<file path="config.mk">
export PLATFORM = sky130hd
export DESIGN_NAME = uart_tx_responder
export DESIGN_NICKNAME = d
export VERILOG_FILES = /design/src/rtl/uart_tx_pkg.sv /design/src/rtl/sync_fifo.sv /design/src/rtl/uart_tx_responder.sv
export SDC_FILE = /design/constraint.sdc
export NUM_CORES = 1
export LEC_CHECK = 0
export CAP_MARGIN = 15
export CELL_PAD_IN_SITES_DETAIL_PLACEMENT = 0
export CELL_PAD_IN_SITES_GLOBAL_PLACEMENT = 2
export CORE_MARGIN = 2
export CORE_UTILIZATION = 33
export DETAILED_ROUTE_END_ITERATION = 16
export PLACE_DENSITY = 0.91
export RECOVER_POWER = 50
export SLEW_MARGIN = 5
export SYNTH_ARGS = -nofsm -noshare
export SYNTH_HDL_FRONTEND = slang
export SYNTH_HIERARCHICAL = 1
export SYNTH_SLANG_ARGS = --single-unit
</file>
<file path="constraint.sdc">
create_clock -name clk -period 4.1 [get_ports clk]
set_input_delay 1.23 -clock clk [delete_from_list [all_inputs] [get_ports clk]]
set_output_delay 1.23 -clock clk [all_outputs]
set_load 0.05 [all_outputs]
</file>
<file path="src/rtl/uart_tx_pkg.sv">
// Shared definitions for the UART transmit responder: register offsets, bit positions, FSM states.
// UART_TX_PARITY_EN adds the PARITY state to the state enum.
package uart_tx_pkg;

    localparam logic [7:0] ADDR_TXDATA = 8'h00;
    localparam logic [7:0] ADDR_STATUS = 8'h04;
    localparam logic [7:0] ADDR_CTRL   = 8'h08;

    localparam int STATUS_BUSY_BIT  = 0;
    localparam int STATUS_FULL_BIT  = 1;
    localparam int STATUS_EMPTY_BIT = 2;
    localparam int STATUS_OVF_BIT   = 3;

    localparam int CTRL_EN_BIT = 0;

    typedef enum logic [2:0] {
        ST_IDLE,
        ST_START,
        ST_DATA,
`ifdef UART_TX_PARITY_EN
        ST_PARITY,
`endif
        ST_STOP
    } tx_state_e;

endpackage

</file>
<file path="src/rtl/sync_fifo.sv">
// Synchronous first-word-fall-through FIFO; pointers carry one extra wrap bit so full and empty
// are distinguishable without a separate counter.
module sync_fifo #(
    parameter int WIDTH = 8,
    parameter int DEPTH = 4
) (
    input  logic             clk,
    input  logic             rst,
    input  logic             push,
    input  logic             pop,
    input  logic [WIDTH-1:0] wdata,
    output logic [WIDTH-1:0] rdata,
    output logic             full,
    output logic             empty
);

    localparam int AW = $clog2(DEPTH);
    localparam logic [AW:0] PTR_ONE = 1;

    logic [WIDTH-1:0] mem [DEPTH];
    logic [AW:0]      wptr;
    logic [AW:0]      rptr;
    logic             do_push;
    logic             do_pop;

    assign empty   = (wptr == rptr);
    assign full    = (wptr[AW] != rptr[AW]) && (wptr[AW-1:0] == rptr[AW-1:0]);
    assign do_push = push && !full;
    assign do_pop  = pop && !empty;
    assign rdata   = mem[rptr[AW-1:0]];

    always_ff @(posedge clk) begin
        if (rst) begin
            wptr <= '0;
            rptr <= '0;
        end else begin
            if (do_push) wptr <= wptr + PTR_ONE;
            if (do_pop)  rptr <= rptr + PTR_ONE;
        end
    end

    // Storage is data only; stale entries are unreachable once the pointers reset.
    always_ff @(posedge clk) begin
        if (do_push) mem[wptr[AW-1:0]] <= wdata;
    end

endmodule

</file>
<file path="src/rtl/uart_tx_responder.sv">
// Memory-mapped UART transmitter: TXDATA pushes into a byte FIFO, an FSM serialises 8N1 frames.
// Define UART_TX_PARITY_EN to insert an even-parity bit between the data bits and the stop bit.
module uart_tx_responder
    import uart_tx_pkg::*;
#(
    parameter int CLKS_PER_BIT = 434,
    parameter int FIFO_DEPTH   = 4
) (
    input  logic        clk,
    input  logic        rst,
    input  logic [31:0] wd,
    input  logic [7:0]  address,
    input  logic        we,
    input  logic        re,
    output logic [31:0] rd,
    output logic        tx
);

    localparam logic [15:0] BIT_RELOAD = 16'(CLKS_PER_BIT - 1);

    tx_state_e   state;
    logic [15:0] bit_cnt;
    logic [2:0]  bit_idx;
    logic [7:0]  shreg;
    logic        overflow;
    logic        enable;
    logic        busy;
    logic        wr_txdata;
    logic        fifo_push;
    logic        fifo_pop;
    logic        fifo_full;
    logic        fifo_empty;
    logic [7:0]  fifo_head;
    logic        unused_wd;

    assign unused_wd = ^wd[31:8];
    assign busy      = (state != ST_IDLE);
    assign wr_txdata = we && (address == ADDR_TXDATA);
    assign fifo_push = wr_txdata && !fifo_full;
    assign fifo_pop  = (state == ST_IDLE) && !fifo_empty && enable;

    sync_fifo #(
        .WIDTH(8),
        .DEPTH(FIFO_DEPTH)
    ) u_fifo (
        .clk  (clk),
        .rst  (rst),
        .push (fifo_push),
        .pop  (fifo_pop),
        .wdata(wd[7:0]),
        .rdata(fifo_head),
        .full (fifo_full),
        .empty(fifo_empty)
    );

    always_ff @(posedge clk) begin
        if (rst) begin
            overflow <= 1'b0;
            enable   <= 1'b1;
        end else begin
            if (wr_txdata && fifo_full)
                overflow <= 1'b1;
            else if (we && (address == ADDR_STATUS) && wd[STATUS_OVF_BIT])
                overflow <= 1'b0;
            if (we && (address == ADDR_CTRL))
                enable <= wd[CTRL_EN_BIT];
        end
    end

    always_comb begin
        rd = '0;
        if (re) begin
            case (address)
                ADDR_STATUS: begin
                    rd[STATUS_BUSY_BIT]  = busy;
                    rd[STATUS_FULL_BIT]  = fifo_full;
                    rd[STATUS_EMPTY_BIT] = fifo_empty;
                    rd[STATUS_OVF_BIT]   = overflow;
                end
                ADDR_CTRL: rd[CTRL_EN_BIT] = enable;
                default:   rd = '0;
            endcase
        end
    end

    // tx is registered and updated on the same edge as the state it belongs to.
    always_ff @(posedge clk) begin
        if (rst) begin
            state   <= ST_IDLE;
            tx      <= 1'b1;
            bit_cnt <= '0;
            bit_idx <= '0;
            shreg   <= '0;
        end else begin
            case (state)
                ST_IDLE: begin
                    tx <= 1'b1;
                    if (fifo_pop) begin
                        state   <= ST_START;
                        tx      <= 1'b0;
                        bit_cnt <= BIT_RELOAD;
                        shreg   <= fifo_head;
                    end
                end
                ST_START: begin
                    if (bit_cnt == 16'd0) begin
                        state   <= ST_DATA;
                        tx      <= shreg[0];
                        bit_idx <= 3'd0;
                        bit_cnt <= BIT_RELOAD;
                    end else begin
                        bit_cnt <= bit_cnt - 16'd1;
                    end
                end
                ST_DATA: begin
                    if (bit_cnt == 16'd0) begin
                        bit_cnt <= BIT_RELOAD;
                        if (bit_idx == 3'd7) begin
`ifdef UART_TX_PARITY_EN
                            state <= ST_PARITY;
                            tx    <= ^shreg;
`else
                            state <= ST_STOP;
                            tx    <= 1'b1;
`endif
                        end else begin
                            bit_idx <= bit_idx + 3'd1;
                            tx      <= shreg[bit_idx + 3'd1];
                        end
                    end else begin
                        bit_cnt <= bit_cnt - 16'd1;
                    end
                end
`ifdef UART_TX_PARITY_EN
                ST_PARITY: begin
                    if (bit_cnt == 16'd0) begin
                        state   <= ST_STOP;
                        tx      <= 1'b1;
                        bit_cnt <= BIT_RELOAD;
                    end else begin
                        bit_cnt <= bit_cnt - 16'd1;
                    end
                end
`endif
                ST_STOP: begin
                    tx <= 1'b1;
                    if (bit_cnt == 16'd0)
                        state <= ST_IDLE;
                    else
                        bit_cnt <= bit_cnt - 16'd1;
                end
                default: begin
                    state <= ST_IDLE;
                    tx    <= 1'b1;
                end
            endcase
        end
    end

endmodule

</file>
# Yosys cells after proc, flatten, opt, wreduce, memory -nomap -nowiden
# Memory sizes are Yosys's and may differ from the RTL's. A register that Yosys moved wholly into a read port is not among the register bits.
# Cells that the tools add are included.
[totals]
in_bits = 44
n_memories = 1
elab_cells = 83
ramBits = 32
output_inout_bits = 33
reg_bits = 31
[memory_table]
columns = ["name", "words", "width", "read_ports", "rd_ports_with_merged_regs", "wr", "line_no", "text"]
rows = [
  ["u_fifo.mem", 4, 8, 1, 1, 1, "sync_fifo.sv:20", "logic [WIDTH-1:0] mem [DEPTH];"],
]
[classes]
order_cmp = 1
mux = 27
n_reduce_logical = 26
n_eq_ne = 16
add_sub_neg = 4
[op_table]
columns = ["op", "n"]
rows = [
  ["$mux W16", 3],
  ["$pmux W16 S3", 1],
  ["$mux W3", 8],
  ["$logic_not A16 Y1", 1],
  ["$sub A16 B1 Y16 const B", 1],
  ["$ne A2 B2 Y1 const B", 6],
  ["$pmux W3 S4", 1],
  ["$logic_and A1 B1 Y1", 11],
  ["$add A3 B1 Y3 const B", 3],
  ["$mux W1", 9],
  ["$eq A8 B3 Y1 const B", 1],
  ["$eq A8 B4 Y1 const B", 1],
  ["$logic_not A8 Y1", 1],
  ["$eq A3 B2 Y1 const B", 2],
  ["$pmux W3 S2", 1],
  ["$reduce_bool A3 Y1", 2],
  ["$reduce_and A5 Y1", 1],
  ["$lt A3 B4 Y1 const B", 1],
  ["$mux W4", 1],
  ["$reduce_and A2 Y1", 2],
  ["$reduce_and A4 Y1", 1],
  ["$reduce_bool A2 Y1", 2],
  ["$bmux W1 S3", 1],
  ["$eq A3 B1 Y1 const B", 1],
  ["other kinds (11)", 12],
]

# Logic depth before layout (Yosys ltp)
[logic_depth]
word_depth = 7
depth_mapped = 11

# Hierarchy
# The synthesis kept the hierarchy.
[modules_own_cells]
columns = ["mod", "instances", "cells_each", "seq_area_each_um2", "area_per_inst_um2"]
rows = [
  ["uart_tx_responder", 1, 267, 640.6, 2218.4],
  ["sync_fifo", 1, 110, 1121.1, 1731.7],
]

# Worst setup path after synthesis
# OpenSTA, ideal clock, no wires.
[synth_path]
path_type = "input to output"
startpoint = "in address[5]"
endpoint = "out rd[1]"
t_required_ps = 2870
path_buffers = 0
path_slack_ps = 141
cell_stages = 4
arrival_ps = 2729
cell_sequence = "or4_1 -> nor2_1 -> nand4b_1 -> nor2_1"
[synth_via]
elab_chain_cells = 3
[synth_lines]
columns = ["element", "line_no", "text"]
rows = [
  ["from (decl)", "uart_tx_responder.sv:12", "input logic [7:0] address,"],
  ["$eq A8 B3 Y1", "uart_tx_responder.sv:73", "case (address)"],
  ["$mux W3", "uart_tx_responder.sv:73", ""],
  ["$mux W4", "uart_tx_responder.sv:72", "if (re) begin"],
  ["to (decl)", "uart_tx_responder.sv:15", "output logic [31:0] rd,"],
]
# Every way passes these cells.

# Worst setup path in the final report
[layout_path]
startpoint = "in address[6]"
endpoint = "out rd[3]"
# Same word-level chain as after synthesis.

==> impl_metrics.yaml <==
logic_synthesis:
  synth_seq_cells: 72
  syn_area_per_cell_um2: 10.5
  synth_top_area_frac: 0.243
  ys_seq_area_frac: 0.446
  synth_area_um2: 3950
  synth_edf_count: 32
  synthTopCellsByArea: "edfxtp_1 24%, dfxtp_1 20%, mux4_2 5.7%, buf_4 5.5%, ha_1 4.1%"
  synthDistinctLibCells: 65
  ys.flop_type: "dfxtp_1"
  syn_inst: 377
  yosysWarnings: 6
  synthArstFlopShare: 0
  synthTopCellsByCount: "40 x dfxtp_1, 32 x edfxtp_1, 29 x buf_4, 29 x nand2_1, 25 x inv_1"
  yosys.area.top_type: "edfxtp_1"
  synth_most_common_cell: "dfxtp_1"
sta:
  fin_crit_sh: 0.970
  clock_skew_ns: 0.00886
  fin_tns_setup_ns: 0
  fin_crit_ns: 3.98
  final.setup.worst_slack_ns: 0.124
  rsz0062_at_grt: "no"
  report.final.slew_viol_count: 0
  slew_headroom: 0.425
  achievable-frequency_mhz: 252
  tightest_slew_ns: 0.860
  hold_viol_final: 0
  setup_viol: 0
clocking:
  cts_hold_buf: 0
  cts_made_buffers: 9
  cts_tree: "done"
  root_buffer: "clkbuf_16"
  path_clk_slew_ns: 0.06
  cts_sinks: 72
  ctsLongestPathBuffers: 2
  cts_setup_buffers: 0
  h-tree-depth: 3
  insertion_delay_ns: 0.33
pwr:
  power_density_nw_per_um2: 498
  leakagePower_uw: 0.00169
  total_power_uw: 2300
  ir_worst_vdd_mv: 0.227
placed_design:
  pre_cts_slack_ns: 0.00502
  place_congestion: 0.812
  place_area_um2: 4320
  dp_hpwl_um: 5980
  portBuffers: 24
floorplanning:
  dieHeight_um: 113
  io_pins: 77
  rows: 39
  core_um2: 11600
  start_util: 0.342
  dieArea_um2: 12900
  die_width_um: 113
critical_path:
  critPathKind: "input pin to primary output"
  slowest_stage: "or4_4"
  cp_data_required_time_ns: 2.87
  startpoint_type: "input pin"
  crit_buf_inv: 2
  slowest_delay_ns: 0.44
  worstPathMaxFanout: 3
  cp_top_family: "simple AND/OR/NAND/NOR gates"
  arrival_ns: 2.75
  cp_cell_sequence: "clkdlybuf4s50_1 -> or4_4 -> nor2_4 -> nand4b_1 -> nor2_2 -> buf_12"
  endpoint_kind: "primary output"
global_routing:
  grt_pass1_vias: 2767
  grt_pass1_wl_um: 13600
  antenna_found_initial: 0
  grt_overflow_total: 0
  grt_max_degree: 32
  grtUsageTotal: 0.134
routing:
  drt_iter0_drc: 124
  ant_nets: 0
  drt_pass1_iterations: 4
  viasPerCell: 5.21
  wl_per_cell_um: 15.2
  wl_um: 8390
  drc: 0
  num_vias: 2883
worst_hold_path:
  hold_path_class: "flip-flop to flip-flop"
run:
  maxCapViolCount: 0
layout:
  drive_gt1_frac: 0.137
  n_antenna_cell: 0
  area_delta_synth_final_pct: 16.9
  final_core_util: 0.399
  stdcell_area_um2: 4620
  layout.nets: 462
run_status:
  outcome: "finished clean"
[final timing paths]
kind                               start                     to  slack (ns)  cells past startpoint
max reg2reg  u_fifo/wptr[1]$_SDFFE_PP0P_              flip-flop        1.12                     10
min                shreg[5]$_SDFFE_PP0P_  shreg[5]$_SDFFE_PP0P_        0.46                      2
min reg2reg        shreg[5]$_SDFFE_PP0P_  shreg[5]$_SDFFE_PP0P_        0.46                      2
max                           address[6]                  rd[3]        0.12                      6
[per-layer routing]
layer,up-vias,track usage,wire length [um]
met5,-,0,0
met4,0,0.0593,113
met3,8,0.0324,199
met2,40,0.229,4290
met1,1420,0.162,3790
li1,1415,-,-
[power by group]
| group | internal [uW] | switching, uW | leakage (uW) |
|---|---|---|---|
| registers | 791 | 53.2 | 0.000610 |
| clock network | 483 | 327 | 0.000149 |
| logic | 230 | 416 | 0.000931 |
[final cells by class]
| cell class | count | area, um^2 |
|---|---|---|
| timing repair buffer | 35 | 404 |
| sequential | 72 | 1760 |
| multi-input combinational | 262 | 1870 |
| tap | 143 | 179 |
| clock buffer | 9 | 225 |
| clock inverter | 7 | 83.8 |
| inverter | 25 | 93.8 |
| fill | 1089 | 6950 |
[cell families (layout without fill, tap and decap cells)]
family / Yosys count / after routing / synth area share
compound gates: 80 / 80 / 0.146
fa+ha+maj: 13 / 13 / 0.0412
xor+xnor: 9 / 9 / 0.0200
buf+inv: 70 / 76 / 0.103
mux: 12 / 12 / 0.0624
flops: 72 / 72 / 0.446
other cells: 1 / 28 / 0.000949
simple gates: 120 / 120 / 0.181
[repair_timing]
| action | CTS | global route |
|---|---|---|
| resized for setup | 0 | 9 |
| endpoints found under the setup margin | 1 | 4 |
| pin swaps | 0 | 4 |
[cell usage in the layout (no fill, tap or decap), types with 6 or more instances in the layout]
| master | netlist | final |
|---|---|---|
| dfxtp_1 | 40 | 40 |
| clkdlybuf4s50_1 | 0 | 9 |
| inv_1 | 25 | 25 |
| nand4_1 | 10 | 11 |
| nor2_1 | 18 | 14 |
| buf_4 | 29 | 7 |
| clkbuf_16 | 0 | 9 |
| nor3b_1 | 6 | 6 |
| a21oi_1 | 21 | 21 |
| nand3_1 | 13 | 13 |
| xnor2_1 | 6 | 6 |
| buf_12 | 0 | 7 |
| mux4_2 | 10 | 10 |
| conb_1 | 1 | 28 |
| edfxtp_1 | 32 | 32 |
| o211ai_1 | 9 | 10 |
| dlygate4sd3_1 | 0 | 8 |
| o21ai_0 | 11 | 11 |
| nand2_1 | 29 | 29 |
| ha_1 | 13 | 13 |
[registers in the layout, summed over array words and instances (netlist names), named ones only]
name and cells:
overflow 1, bit_idx 3, u_fifo/wptr 3, bit_cnt 16, u_fifo/rptr 3, state 2
u_fifo/mem 32, enable 1, shreg 8, tx 1
[per-stage QoR]
stage          cells  hold WS (ns)
2_1_floorplan    404         0.433
3_3_place_gp     537         0.445
3_5_place_dp     537         0.447
4_1_cts          553         0.455
5_1_grt          553         0.474
6_report         553         0.456
[tightest hold or removal path, delay by kind of cell (launching register included)]
family / cells / cell delay (ns)
flops: 1 / 0.31
simple gates: 1 / 0.05
compound gates: 1 / 0.05
Note: power is estimated with default switching activity, not from simulation.
